<file path="config.mk">
export PLATFORM = sky130hd
export DESIGN_NAME = spi_regslave
export DESIGN_NICKNAME = d
export VERILOG_FILES = /design/src/rtl/spi_regslave_pkg.sv /design/src/rtl/spi_sync.sv /design/src/rtl/spi_regslave.sv
export SDC_FILE = /design/constraint.sdc
export NUM_CORES = 1
export LEC_CHECK = 0
export ABC_AREA = 1
export CAP_MARGIN = 10
export CORE_MARGIN = 10
export CORE_UTILIZATION = 60
export CTS_CLUSTER_SIZE = 40
export DETAILED_ROUTE_END_ITERATION = 10
export GPL_TIMING_DRIVEN = 0
export PLACE_DENSITY = 0.81
export SLEW_MARGIN = 20
export SYNTH_ARGS = -nofsm -noshare
export SYNTH_HDL_FRONTEND = slang
export SYNTH_HIERARCHICAL = 1
export SYNTH_SLANG_ARGS = --single-unit
</file>
<file path="constraint.sdc">
create_clock -name clk -period 3.5 [get_ports clk]
set_clock_uncertainty 0.15 [all_clocks]
set_input_delay 0.7 -clock clk [delete_from_list [all_inputs] [get_ports clk]]
set_output_delay 0.7 -clock clk [all_outputs]
set_load 0.005 [all_outputs]
</file>
<file path="src/rtl/spi_regslave_pkg.sv">
// Shared types and constants for the SPI register slave.
// Optional frame counter is enabled by SPI_REGSLAVE_FRAMECNT_EN (see spi_regslave.sv).
package spi_regslave_pkg;

    typedef enum logic [1:0] {
        StIdle = 2'd0,
        StCmd  = 2'd1,
        StData = 2'd2
    } state_e;

    // Number of flops in each pin synchroniser.
    localparam int unsigned SyncStages = 2;

    // The command word carries the write flag in its MSB.
    function automatic int unsigned wr_flag_pos(input int unsigned width);
        return width - 1;
    endfunction

endpackage

</file>
<file path="src/rtl/spi_sync.sv">
// Multi-flop synchroniser for an asynchronous pin, with edge pulses derived
// from the synchronised level.
module spi_sync
    import spi_regslave_pkg::*;
#(
    parameter logic ResetVal = 1'b0
) (
    input  logic clk,
    input  logic rst_n,
    input  logic d,
    output logic q,
    output logic rise,
    output logic fall
);

    logic [SyncStages-1:0] sync_q;
    logic                  prev_q;

    always_ff @(posedge clk or negedge rst_n) begin
        if (!rst_n) begin
            sync_q <= {SyncStages{ResetVal}};
            prev_q <= ResetVal;
        end else begin
            sync_q <= {sync_q[SyncStages-2:0], d};
            prev_q <= sync_q[SyncStages-1];
        end
    end

    assign q    = sync_q[SyncStages-1];
    assign rise = q & ~prev_q;
    assign fall = ~q & prev_q;

endmodule

</file>
<file path="src/rtl/spi_regslave.sv">
// SPI slave with a small register file, burst auto-increment and read-back.
// Define SPI_REGSLAVE_FRAMECNT_EN to return a transaction count instead of ID.
module spi_regslave
    import spi_regslave_pkg::*;
#(
    parameter int unsigned      WIDTH = 8,
    parameter int unsigned      AW    = 2,
    parameter bit               CPOL  = 1'b0,
    parameter bit               CPHA  = 1'b0,
    parameter logic [WIDTH-1:0] ID    = 8'hA5
) (
    input  logic                        clk,
    input  logic                        rst_n,
    input  logic                        ss_n,
    input  logic                        sclk,
    input  logic                        mosi,
    output logic                        miso,
    output logic                        miso_oe,
    output logic [(2**AW)*WIDTH-1:0]    regs,
    output logic                        wr_strobe,
    output logic [AW-1:0]               wr_addr
);

    localparam int unsigned NREGS   = 2 ** AW;
    localparam int unsigned BW      = (WIDTH > 1) ? $clog2(WIDTH) : 1;
    localparam int unsigned WrFlag  = wr_flag_pos(WIDTH);
    localparam logic [BW-1:0] LastBit = BW'(WIDTH - 1);

    // Pin synchronisers
    logic sclk_q, sclk_rise, sclk_fall;
    logic ss_q, ss_rise, ss_fall;
    logic unused_sclk_level;

    spi_sync #(.ResetVal(CPOL)) u_sclk_sync (
        .clk  (clk),
        .rst_n(rst_n),
        .d    (sclk),
        .q    (sclk_q),
        .rise (sclk_rise),
        .fall (sclk_fall)
    );

    // Reset low so a pin held low across reset never looks like a fresh select.
    spi_sync #(.ResetVal(1'b0)) u_ss_sync (
        .clk  (clk),
        .rst_n(rst_n),
        .d    (ss_n),
        .q    (ss_q),
        .rise (ss_rise),
        .fall (ss_fall)
    );

    assign unused_sclk_level = sclk_q;

    logic [SyncStages-1:0] mosi_sync_q;
    logic                  mosi_s;

    always_ff @(posedge clk or negedge rst_n) begin
        if (!rst_n) begin
            mosi_sync_q <= '0;
        end else begin
            mosi_sync_q <= {mosi_sync_q[SyncStages-2:0], mosi};
        end
    end

    assign mosi_s = mosi_sync_q[SyncStages-1];

    // Edge decode
    logic lead_edge, trail_edge, sample_edge, shift_edge;

    assign lead_edge   = CPOL ? sclk_fall : sclk_rise;
    assign trail_edge  = CPOL ? sclk_rise : sclk_fall;
    assign sample_edge = CPHA ? trail_edge : lead_edge;
    assign shift_edge  = CPHA ? lead_edge : trail_edge;

    // Datapath and control state
    state_e           state_q;
    logic [BW-1:0]    bit_cnt_q;
    logic [WIDTH-1:0] rx_q;
    logic [WIDTH-1:0] tx_q;
    logic [AW-1:0]    addr_q;
    logic             write_q;
    logic             armed_q;
    logic [WIDTH-1:0] reg_q [NREGS];

    logic [WIDTH-1:0] rx_next;
    logic [AW-1:0]    cmd_addr;
    logic [AW-1:0]    addr_inc;
    logic             last_bit;
    logic             cmd_done;
    logic [WIDTH-1:0] cmd_word;

    assign rx_next  = {rx_q[WIDTH-2:0], mosi_s};
    assign cmd_addr = rx_next[AW-1:0];
    assign addr_inc = addr_q + 1'b1;
    assign last_bit = (bit_cnt_q == LastBit);
    assign cmd_done = (state_q == StCmd) && sample_edge && last_bit;

`ifdef SPI_REGSLAVE_FRAMECNT_EN
    logic [WIDTH-1:0] frame_cnt_q;

    always_ff @(posedge clk or negedge rst_n) begin
        if (!rst_n) begin
            frame_cnt_q <= '0;
        end else if (cmd_done) begin
            frame_cnt_q <= frame_cnt_q + 1'b1;
        end
    end

    assign cmd_word = frame_cnt_q;
`else
    assign cmd_word = ID;
`endif

    // Bus is ignored after reset until ss_n has been seen high.
    assign miso_oe = armed_q & ~ss_q;

    always_ff @(posedge clk or negedge rst_n) begin
        if (!rst_n) begin
            state_q   <= StIdle;
            bit_cnt_q <= '0;
            rx_q      <= '0;
            tx_q      <= '0;
            addr_q    <= '0;
            write_q   <= 1'b0;
            armed_q   <= 1'b0;
            miso      <= 1'b0;
            wr_strobe <= 1'b0;
            wr_addr   <= '0;
            for (int k = 0; k < NREGS; k++) begin
                reg_q[k] <= '0;
            end
        end else begin
            wr_strobe <= 1'b0;
            if (ss_q) begin
                armed_q <= 1'b1;
            end

            unique case (state_q)
                StIdle: begin
                    if (armed_q && ss_fall) begin
                        state_q   <= StCmd;
                        bit_cnt_q <= '0;
                        rx_q      <= '0;
                        // CPHA=0 must present the first bit before any sclk edge.
                        if (!CPHA) begin
                            miso <= cmd_word[WIDTH-1];
                            tx_q <= {cmd_word[WIDTH-2:0], 1'b0};
                        end else begin
                            tx_q <= cmd_word;
                        end
                    end
                end

                StCmd, StData: begin
                    if (shift_edge) begin
                        miso <= tx_q[WIDTH-1];
                        tx_q <= {tx_q[WIDTH-2:0], 1'b0};
                    end
                    if (sample_edge) begin
                        rx_q      <= rx_next;
                        bit_cnt_q <= bit_cnt_q + 1'b1;
                        if (last_bit) begin
                            bit_cnt_q <= '0;
                            if (state_q == StCmd) begin
                                state_q <= StData;
                                write_q <= rx_next[WrFlag];
                                addr_q  <= cmd_addr;
                                tx_q    <= reg_q[cmd_addr];
                            end else begin
                                if (write_q) begin
                                    reg_q[addr_q] <= rx_next;
                                    wr_strobe     <= 1'b1;
                                    wr_addr       <= addr_q;
                                end
                                addr_q <= addr_inc;
                                tx_q   <= reg_q[addr_inc];
                            end
                        end
                    end
                end

                default: state_q <= StIdle;
            endcase

            // Deselect wins over everything except a frame finishing this cycle.
            if (state_q != StIdle && ss_rise) begin
                state_q <= StIdle;
            end
        end
    end

    for (genvar k = 0; k < NREGS; k++) begin : g_regs
        assign regs[k*WIDTH +: WIDTH] = reg_q[k];
    end

endmodule

</file>
==> impl_results.rst, run 1 <==
.. list-table::
   :header-rows: 1

   * - Metric
     - Value
   * - Unrepaired setup endpoints after global routing
     - no
   * - DRT Pass-1 Iters
     - 5
   * - Startpoint of the worst register-to-register path
     - addr_q[0]
   * - Buffer levels on the longest clock path
     - 2
   * - Grt ovf
     - 0
   * - Setup slack of the most critical reg-to-reg path
     - 0.65 ns
   * - TritonCTS clock tree
     - yes
   * - Buffers added on ports
     - 41
   * - Die outline width
     - 97.2 microns
   * - Via-to-Cell Ratio
     - 5.46
   * - Post-detailed-route wirelength per cell
     - 16.0 microns
   * - Filler instances
     - 445
   * - Pre-CTS WS
     - 0.750 ns
   * - Antenna violations before repair
     - 0
   * - ANT nets after route
     - 0
   * - Wire length of the first global-routing pass
     - 15700 microns
   * - Total power
     - 2.18 mW
   * - Number of warnings issued by yosys
     - 6
   * - Deepest level of the CTS H-tree
     - 3
   * - Flip-flop and latch count after synthesis
     - 68
   * - Start point of the critical path
     - addr_q[0]
   * - Die Y-Extent
     - 97.2 microns
   * - Number of global-route vias before repair
     - 3154
   * - Final worst-path cycle share
     - 81.5%
   * - Startpoint Class
     - register
   * - Crit path top cell by count
     - nand2_1
   * - Net total in the final layout
     - 519
   * - Total count of hold-check failures in the final report
     - 0
   * - Sum of net half-perimeters after detailed placement
     - 6740 microns
   * - Post-CTS setup buffers
     - 0
   * - Yosys cell types
     - 25
   * - Count of cells resized by post-cts repair
     - 0
   * - End-of-flow core utilization
     - 72.9%
   * - Most common cell after layout, fill and taps aside
     - nand2_1
   * - Lkg Pwr
     - 2.10 nW
   * - Clock slew at the register clock pins of the worst setup and hold paths
     - 0.07 ns
   * - Largest net degree at the start of global routing
     - 39
   * - Final weighted congestion in routability-driven placement
     - 0.935
   * - Routed wire length
     - 9350 microns
   * - Starting density of the core
     - 61.2%
   * - Worst slew margin relative to its limit
     - 63.5%
   * - Global routing met3 resource utilization
     - 4.91%
   * - Hold bufs inserted after CTS
     - 0
   * - Outcome
     - completed
   * - Critical path arrival
     - 2.94 ns
   * - Final setup margin
     - 0.647 ns
   * - Most frequent cells in the layout
     - nand2_1, dfrtp_1, nand3_1
   * - Inserted Clock Buffers
     - 9
   * - Std cell rows
     - 28
   * - Layout overhead on the synthesized area
     - 19.2%
   * - Critical path depth in cells
     - 11
   * - CTS sink count
     - 68
   * - GRT busiest layer
     - met2
   * - Clock Latency Late Sink
     - 0.34 ns
   * - Req. time, crit path
     - 3.59 ns
   * - Power per cell area
     - 512 nW/um^2
   * - Die area
     - 9460 sq um
   * - Shortest period the worst path allows
     - 2.85 ns
   * - DRC violation count after routing
     - 0
   * - Count of buffer and inverter cells on the critical path
     - 4
   * - # diodes
     - 0
   * - Top achievable clock speed
     - 351 MHz
   * - CP cell instances
     - buf_4, clkinv_1, buf_2, ha_1, inv_1, nor2_1, nand3_1, nand4_1, nand2_1, nand2_1, nand2_1
   * - Gr usage total
     - 20.1%
   * - Number of setup violations in the final report
     - 0
   * - Critical path peak fanout
     - 11
   * - Count of maximum capacitance violations
     - 0
   * - Critical Path Max Stage Delay
     - 0.44 ns
   * - HP Class
     - primary input to asynchronous set/reset pin
   * - Area of the mapped netlist
     - 3580 sq um
   * - Critical Path Sink Type
     - register
   * - Clock tree root driver cell
     - clkbuf_8
   * - Count of final max-slew check failures
     - 0
   * - Number of ports placed on the die boundary
     - 42
   * - Core Footprint
     - 5850 sq um
   * - Initial DRC Count
     - 226
   * - Least-Margin Pin Slew
     - 0.546 ns
   * - Layout cells sized above 1
     - 10.2%
   * - Net count after synthesis
     - 466
   * - Worst Reg2Reg Path Length in Cells
     - 11
   * - Routed vias
     - 3184
   * - Global routing usage on met1
     - 25.5%
   * - Met2 routing resource usage after global routing
     - 31.1%
   * - Crit path kind
     - register to register
   * - Mean Syn Cell Area
     - 7.94 sq um
   * - IR Drop Worst-Case VDD
     - 0.498 mV
   * - Placed Cells
     - 568
   * - Share of synthesized area occupied by flip-flops and latches
     - 47.5%
   * - Kind of cell with the highest combined delay on the critical path
     - simple AND/OR/NAND/NOR gates
   * - Worst path slowest cell
     - nor2_1
   * - Synthesized netlist cell count
     - 451
   * - Fin cells
     - 583
[synthesized netlist by cell type]
library cell    n  area share, %
a21oi_1         5           0.70
nor2_8          1           0.56
clkbuf_8        1           0.38
or2_2           3           0.52
nand2_4         6            1.9
o21ai_0        27            3.8
clkbuf_1        4           0.42
nor2_1         17            1.8
inv_1          46            4.8
ha_1           10            3.5
nand4_1         2           0.35
buf_4           1           0.21
o21ai_1        24            3.4
inv_2           1           0.10
nand2_8         1           0.56
nand2_1       157             16
o22ai_1         1           0.17
clkinv_1        2           0.21
buf_2           4           0.56
dfrtp_1        68             48
nand3_1        51            7.1
buf_6           6            1.9
clkinv_4        1           0.24
o21ai_2        10            2.4
o211ai_1        2           0.42
[where the power goes]
| group | leakage (nW) | switching, mW | internal (mW) |
|---|---|---|---|
| Clock | 0.0775 | 0.300 | 0.252 |
| Sequential | 0.903 | 0.0570 | 0.863 |
| Combinational | 1.12 | 0.477 | 0.235 |
[cell families (layout without fill, tap and decap cells)]
group / after synthesis / after routing / synth area share (%)
flops: 68 / 68 / 47.5
simple gates: 238 / 238 / 29.3
fa+ha+maj: 10 / 10 / 3.50
compound gates: 69 / 69 / 10.9
buf+inv: 66 / 123 / 8.84
[registers in the layout (all words and copies together) (netlist names)]
name                count
state_q                 2
wr_addr                 2
miso                    1
addr_q                  2
tx_q                    8
u_sclk_sync/prev_q      1
regs                   32
u_ss_sync/sync_q        2
write_q                 1
mosi_sync_q             2
u_ss_sync/prev_q        1
u_sclk_sync/sync_q      2
bit_cnt_q               3
rx_q                    7
armed_q                 1
wr_strobe               1
[path summary, 6_finish.rpt]
path,end
setup / recovery,tx_q[5]
hold / removal,regs[16]
setup reg to reg,tx_q[5]
hold reg to reg,u_sclk_sync/sync_q[1]
max in group asynchronous,rx_q[5]
min in group clk,u_sclk_sync/sync_q[1]
[layer usage]
metal | share of wire [%] | vias to the layer above
met5 | 0 | -
met4 | 2.6 | 0
met3 | 7.9 | 20
met2 | 46 | 126
met1 | 43 | 1498
li1 | - | 1540
[layout make-up]
type                            instances  area, sq um  area share, %
Clock inverter                          6         41.3          0.968
Timing Repair Buffer                   42          428           10.0
Sequential cell                        68         1700           39.9
Buffer                                 16          124           2.90
Inverter                               50          193           4.52
Clock buffer                            9          124           2.90
Multi-Input combinational cell        317         1560           36.6
Tap cell                               75         93.8           2.20
[through the flow]
stage	hold slack [ns]	setup TNS, ns	instance area, sq um
after floorplan	0.181	0	3580
after global placement	0.182	-41.99	4080
after detailed placement	0.190	0	4100
after CTS	0.141	0	4270
after global routing	0.162	0	4270
final	0.141	0	4270
Power figures use the tool's default switching activity.
==> inputs of run 2 (changes only) <==
--- a/config.mk
+++ b/config.mk
@@ -8,11 +8,11 @@
 export ABC_AREA = 1
 export CAP_MARGIN = 10
 export CORE_MARGIN = 10
-export CORE_UTILIZATION = 60
+export CORE_UTILIZATION = 56
 export CTS_CLUSTER_SIZE = 40
 export DETAILED_ROUTE_END_ITERATION = 10
 export GPL_TIMING_DRIVEN = 0
-export PLACE_DENSITY = 0.81
+export PLACE_DENSITY = 0.76
 export SLEW_MARGIN = 20
 export SYNTH_ARGS = -nofsm -noshare
 export SYNTH_HDL_FRONTEND = slang
==> constraint.sdc (replaced) <==
create_clock -name clk -period 2.74 [get_ports clk]
set_clock_uncertainty 0.15 [all_clocks]
set_input_delay 0.548 -clock clk [delete_from_list [all_inputs] [get_ports clk]]
set_output_delay 0.548 -clock clk [all_outputs]
set_load 0.005 [all_outputs]
==> run 2 against run 1 <==
Against the previous run: sequential power increased by 27%; maximum frequency increased by 11%; non-clock buffer count increased by 1; critical endpoint is now tx_q[3].
==> impl_results.rst, run 2 (synthesis gave the netlist of run 1 again) <==
.. list-table::
   :header-rows: 1

   * - Metric
     - Value
   * - Outcome
     - completed
   * - Buffers added on ports
     - 41
   * - Crit path kind
     - register to register
   * - Critical path depth in cells
     - 10
   * - CTS sink count
     - 68
   * - Number of global-route vias before repair
     - 3123
   * - Finished layout cell area
     - 4320 sq um
   * - Number of setup violations in the final report
     - 0
   * - Critical Path Sink Type
     - register
   * - Deepest level of the CTS H-tree
     - 3
   * - Sum of net half-perimeters after detailed placement
     - 6690 microns
   * - Final weighted congestion in routability-driven placement
     - 0.926
   * - Layout overhead on the synthesized area
     - 20.6%
   * - Most common cell after layout, fill and taps aside
     - nand2_1
   * - Most frequent cells in the layout
     - nand2_1, dfrtp_1, nand3_1
   * - Gr usage total
     - 19.5%
   * - Number of ports placed on the die boundary
     - 42
   * - HP Class
     - register to register
   * - Clock slew at the register clock pins of the worst setup and hold paths
     - 0.08 ns
   * - Worst slew margin relative to its limit
     - 65.8%
   * - Kind of cell with the highest combined delay on the critical path
     - buffers and inverters
   * - Power per cell area
     - 673 nW/um^2
   * - Layout cells sized above 1
     - 10.8%
   * - Die area
     - 9990 sq um
   * - Post-detailed-route wirelength per cell
     - 16.2 microns
   * - Antenna violations before repair
     - 0
   * - Startpoint Class
     - register
   * - Setup tns final
     - 0 ns
   * - Buffer levels on the longest clock path
     - 2
   * - Final setup margin
     - 0.177 ns
   * - # diodes
     - 0
   * - DRT Pass-1 Iters
     - 5
   * - Largest net degree at the start of global routing
     - 44
   * - TritonCTS clock tree
     - yes
   * - Number of stages on the worst hold path
     - 0
   * - Worst path slowest cell
     - dfrtp_1
   * - Critical path peak fanout
     - 11
   * - Hold Slack
     - 0.206 ns
   * - Critical Path Max Stage Delay
     - 0.39 ns
   * - Starting density of the core
     - 57.0%
   * - Req. time, crit path
     - 2.81 ns
   * - Core Footprint
     - 6280 sq um
   * - Final worst-path cycle share
     - 93.6%
   * - Wire length of the first global-routing pass
     - 15600 microns
   * - Unrepaired setup endpoints after global routing
     - no
   * - Count of final max-slew check failures
     - 0
   * - Total count of hold-check failures in the final report
     - 0
   * - Routed wire length
     - 9490 microns
   * - Critical path arrival
     - 2.63 ns
   * - IR Drop Worst-Case VDD
     - 0.570 mV
   * - Net total in the final layout
     - 520
   * - Inserted Clock Buffers
     - 9
   * - Top achievable clock speed
     - 390 MHz
   * - Shortest period the worst path allows
     - 2.56 ns
   * - DRC violation count after routing
     - 0
   * - Grt ovf
     - 0
   * - Least-Margin Pin Slew
     - 0.513 ns
   * - Die outline width
     - 100 microns
   * - Initial DRC Count
     - 258
   * - Clock Latency Late Sink
     - 0.34 ns
   * - CP cell instances
     - buf_4, clkinvlp_4, buf_2, ha_1, inv_1, nor2_4, nand3_1, nand2_1, o21ai_0, a21oi_1
   * - Worst Reg2Reg Path Length in Cells
     - 10
   * - Area of placed instances
     - 4100 sq um
   * - Pre-CTS WS
     - -0.0405 ns
   * - Routed vias
     - 3275
   * - Filler instances
     - 525
   * - Count of buffer and inverter cells on the critical path
     - 4
   * - Std cell rows
     - 29
   * - ANT nets after route
     - 0
   * - Count of maximum capacitance violations
     - 0
   * - Post-CTS setup buffers
     - 0
   * - Via-to-Cell Ratio
     - 5.59
   * - Clock tree root driver cell
     - clkbuf_8
   * - Lkg Pwr
     - 2.11 nW
   * - Die Y-Extent
     - 100 microns
   * - Flip-flop count of the largest register after layout
     - 32
[run 2: changes by cell type in the layout (fill, tap and decap cells not counted)]
cell,previous run,this run
bufinv_16,0,1
nor2_2,0,1
dlygate4sd3_1,0,1
clkinv_1,2,1
nor2_1,17,15
clkinvlp_4,3,4
nor2_4,0,1
clkinv_4,1,2
clkinv_2,2,1
inv_6,1,0
[run 2: final cells by class]
type                    count  area [sq um]  share of cell area, %
clock inverters             6          66.3                   1.54
clock buffers               9           124                   2.87
plain buffers              16           124                   2.87
multi-input cells         317          1570                   36.4
inverters                  50           196                   4.55
well taps                  77          96.3                   2.23
repair buffers             43           438                   10.1
flip-flops and latches     68          1700                   39.4
[run 2: path summary, 6_finish.rpt]
check	startpoint	end	slack [ns]
worst max-delay path	addr_q[0]	tx_q[3]	0.18
worst min-delay path	u_ss_sync/sync_q[0]	u_ss_sync/sync_q[1]	0.21
worst max register to register	addr_q[0]	tx_q[3]	0.18
worst min register to register	u_ss_sync/sync_q[0]	u_ss_sync/sync_q[1]	0.21
max in group asynchronous	rst_n	regs[29]	1.41
min in group asynchronous	rst_n	regs[8]	0.50
[run 2: layer usage]
| metal | global-route usage (%) | share of wire [%] |
|---|---|---|
| met2 | 29.5 | 45 |
| met1 | 24.5 | 43 |
| met3 | 4.95 | 8.5 |
| met4 | 12.0 | 3.4 |
| met5 | 0 | 0 |
[run 2: timing repair]
| item | CTS | global route |
|---|---|---|
| hold buffers | 1 | 0 |
| hold endpoints to repair | 25 | 0 |
| resized for setup | 1 | 3 |
| endpoints found under the setup margin | 4 | 5 |
[run 2: where the power goes]
group | switching [mW] | internal (mW) | total (mW) | leakage (nW)
combinational | 0.626 | 0.303 | 0.928 | 1.12
clock | 0.389 | 0.414 | 0.803 | 0.0873
sequential | 0.0721 | 1.10 | 1.17 | 0.903
[run 2: per-stage QoR]
step / power, mW / cells / util (%)
floorplan: 1.84 / 451 / -
global placement: 2.07 / 569 / 65.1
detailed placement: 2.10 / 570 / 65.4
CTS: 2.90 / 586 / 68.6
global route: 3.07 / 586 / 68.8
finish: 2.91 / 586 / 68.8
[run 2: worst reg2reg max path, delay by kind of cell (launching register included)]
family | cells | cell delay, ns
buffers and inverters | 4 | 0.91
DFF | 1 | 0.39
adders and majority gates | 1 | 0.39
AOI/OAI and AO/OA | 2 | 0.38
and+or+nand+nor | 3 | 0.22
==> inputs of run 3 (changes only) <==
--- a/config.mk
+++ b/config.mk
@@ -8,11 +8,12 @@
 export ABC_AREA = 1
 export CAP_MARGIN = 10
 export CORE_MARGIN = 10
-export CORE_UTILIZATION = 56
+export CORE_UTILIZATION = 58
+export CTS_BUF_LIST = sky130_fd_sc_hd__clkbuf_8
 export CTS_CLUSTER_SIZE = 40
 export DETAILED_ROUTE_END_ITERATION = 10
 export GPL_TIMING_DRIVEN = 0
-export PLACE_DENSITY = 0.76
+export PLACE_DENSITY = 0.78
 export SLEW_MARGIN = 20
 export SYNTH_ARGS = -nofsm -noshare
 export SYNTH_HDL_FRONTEND = slang
==> run 3 against run 2 <==
Against the previous run: worst hold slack worse by 0.0028 ns; die area shrank 2.8%; largest cell class unchanged; register-to-register slack better by 0.08 ns; sequential share of layout area barely moved; clock power is 2% higher; first-iteration DRC count increased by 1.2%; sequential cell count stayed put; global-route usage increased by 1.0 points; highest routed layer unchanged.
==> impl_results.rst, run 3 (synthesis gave the netlist of run 1 again) <==
.. list-table::
   :header-rows: 1

   * - Metric
     - Value
   * - Sequential Area
     - 1700 sq um
   * - Final worst-path cycle share
     - 90.7%
   * - Multi-input logic area
     - 1570 sq um
   * - Sum of net half-perimeters after detailed placement
     - 6760 microns
   * - HP Class
     - register to register
   * - Most common cell after layout, fill and taps aside
     - nand2_1
   * - Die area
     - 9710 sq um
   * - Post-CTS setup buffers
     - 0
   * - Final weighted congestion in routability-driven placement
     - 0.948
   * - Number of setup violations in the final report
     - 0
   * - Count of final max-slew check failures
     - 0
   * - Filler instances
     - 490
   * - DRC violation count after routing
     - 0
   * - Critical path peak fanout
     - 11
   * - Flip-flop count of the largest register after layout
     - 32
   * - Worst path slowest cell
     - dfrtp_1
   * - # diodes
     - 0
   * - Clock tree root driver cell
     - clkbuf_8
   * - Worst slew margin relative to its limit
     - 64.6%
   * - Count of maximum capacitance violations
     - 0
   * - TritonCTS clock tree
     - yes
   * - Wire length of the first global-routing pass
     - 16100 microns
   * - Buffers added on ports
     - 41
   * - Outcome
     - completed
   * - Gr usage total
     - 20.5%
   * - Power per cell area
     - 680 nW/um^2
   * - Die Y-Extent
     - 98.6 microns
   * - Least-Margin Pin Slew
     - 0.531 ns
   * - Crit path kind
     - register to register
   * - End-of-flow core utilization
     - 72.4%
   * - Layout overhead on the synthesized area
     - 20.5%
   * - Post-detailed-route wirelength per cell
     - 16.5 microns
   * - Net total in the final layout
     - 520
   * - Critical Path Sink Type
     - register
   * - Deepest level of the CTS H-tree
     - 3
   * - Starting density of the core
     - 60.1%
   * - Lkg Pwr
     - 2.12 nW
   * - Clock Latency Late Sink
     - 0.35 ns
   * - Std cell rows
     - 28
   * - Unrepaired setup endpoints after global routing
     - no
   * - DRT Pass-1 Iters
     - 5
   * - Clock slew at the register clock pins of the worst setup and hold paths
     - 0.08 ns
   * - Antenna violations before repair
     - 0
   * - Layout cells sized above 1
     - 10.8%
   * - ANT nets after route
     - 0
   * - Die outline width
     - 98.6 microns
   * - Setup tns final
     - 0 ns
   * - Routed vias
     - 3263
   * - Top achievable clock speed
     - 402 MHz
   * - Number of ports placed on the die boundary
     - 42
   * - Core Footprint
     - 5960 sq um
   * - Via-to-Cell Ratio
     - 5.59
   * - IR Drop Worst-Case VDD
     - 0.521 mV
   * - Initial DRC Count
     - 261
   * - Inserted Clock Buffers
     - 9
   * - Critical Path Max Stage Delay
     - 0.39 ns
   * - CP cell instances
     - buf_4, clkinvlp_4, buf_2, ha_1, inv_1, nor2_4, nand3_1, nand2_1, o21ai_0, a21oi_1
   * - Critical path arrival
     - 2.57 ns
   * - Largest net degree at the start of global routing
     - 43
   * - Shortest period the worst path allows
     - 2.49 ns
   * - Most frequent cells in the layout
     - nand2_1, dfrtp_1, nand3_1
   * - CTS sink count
     - 68
   * - Area of placed instances
     - 4100 sq um
   * - Startpoint Class
     - register
   * - Finished layout cell area
     - 4310 sq um
   * - Req. time, crit path
     - 2.82 ns
   * - Routed wire length
     - 9620 microns
   * - Grt ovf
     - 0
   * - Total count of hold-check failures in the final report
     - 0
   * - Number of global-route vias before repair
     - 3221
   * - Buffer levels on the longest clock path
     - 2
## run 3: changes by cell type in the layout (fill, tap and decap cells not counted)
| cell | change |
|---|---|
| inv_6 | +1 |
| clkinv_2 | +1 |
| clkinvlp_4 | -2 |
## run 3: final timing paths
path	startpoint	end	slack [ns]	cells after the start
worst max-delay path	addr_q[0]	tx_q[1]	0.25	10
worst min-delay path	u_ss_sync/sync_q[0]	u_ss_sync/sync_q[1]	0.20	0
worst max register to register	addr_q[0]	tx_q[1]	0.25	10
worst min register to register	u_ss_sync/sync_q[0]	u_ss_sync/sync_q[1]	0.20	0
max in group asynchronous	rst_n	regs[14]	1.39	3
min in group asynchronous	rst_n	regs[24]	0.50	2
## run 3: final cells by class
type	instances	area share, %
multi-input combinational	317	36.4
inverter	50	4.55
clock inverter	6	1.51
clock buffer	9	2.87
buffer	16	2.87
timing repair buffer	43	10.2
tap	75	2.18
sequential	68	39.4
## run 3: where the power goes
group / total [mW] / leakage, nW / internal [mW] / switching, mW
Clock: 0.823 / 0.0955 / 0.416 / 0.406
Sequential: 1.17 / 0.903 / 1.10 / 0.0711
Combinational: 0.936 / 1.12 / 0.304 / 0.633
## run 3: what timing repair did
action	CTS	global route
hold endpoints to repair	26	0
hold buffers	1	0
resized for setup	0	4
setup endpoints to repair	0	5
## run 3: critical path: cells and delay by family (launching register included)
kind                       cells  cell delay, ns
AOI/OAI and AO/OA              2            0.36
adders and majority gates      1            0.39
buffers and inverters          4            0.87
DFF                            1            0.39
and+or+nand+nor                3            0.21
## run 3: per-stage QoR
stage / setup WS (ns) / total power, mW / std cells / hold WS (ns)
global route: 0.0871 / 3.11 / 584 / 0.214
floorplan: 0.627 / 1.84 / 451 / 0.102
global placement: -1.26 / 2.07 / 567 / 0.182
detailed placement: 0.0297 / 2.11 / 568 / 0.187
finish: 0.254 / 2.93 / 584 / 0.203
CTS: 0.00680 / 2.92 / 584 / 0.205
## run 3: routing by layer
metal	track usage [%]	vias up	wire, microns
met3	4.54	20	743
met2	31.6	143	4520
met1	26.6	1549	4120
met5	3.08	-	0
li1	-	1551	-
met4	9.70	0	242
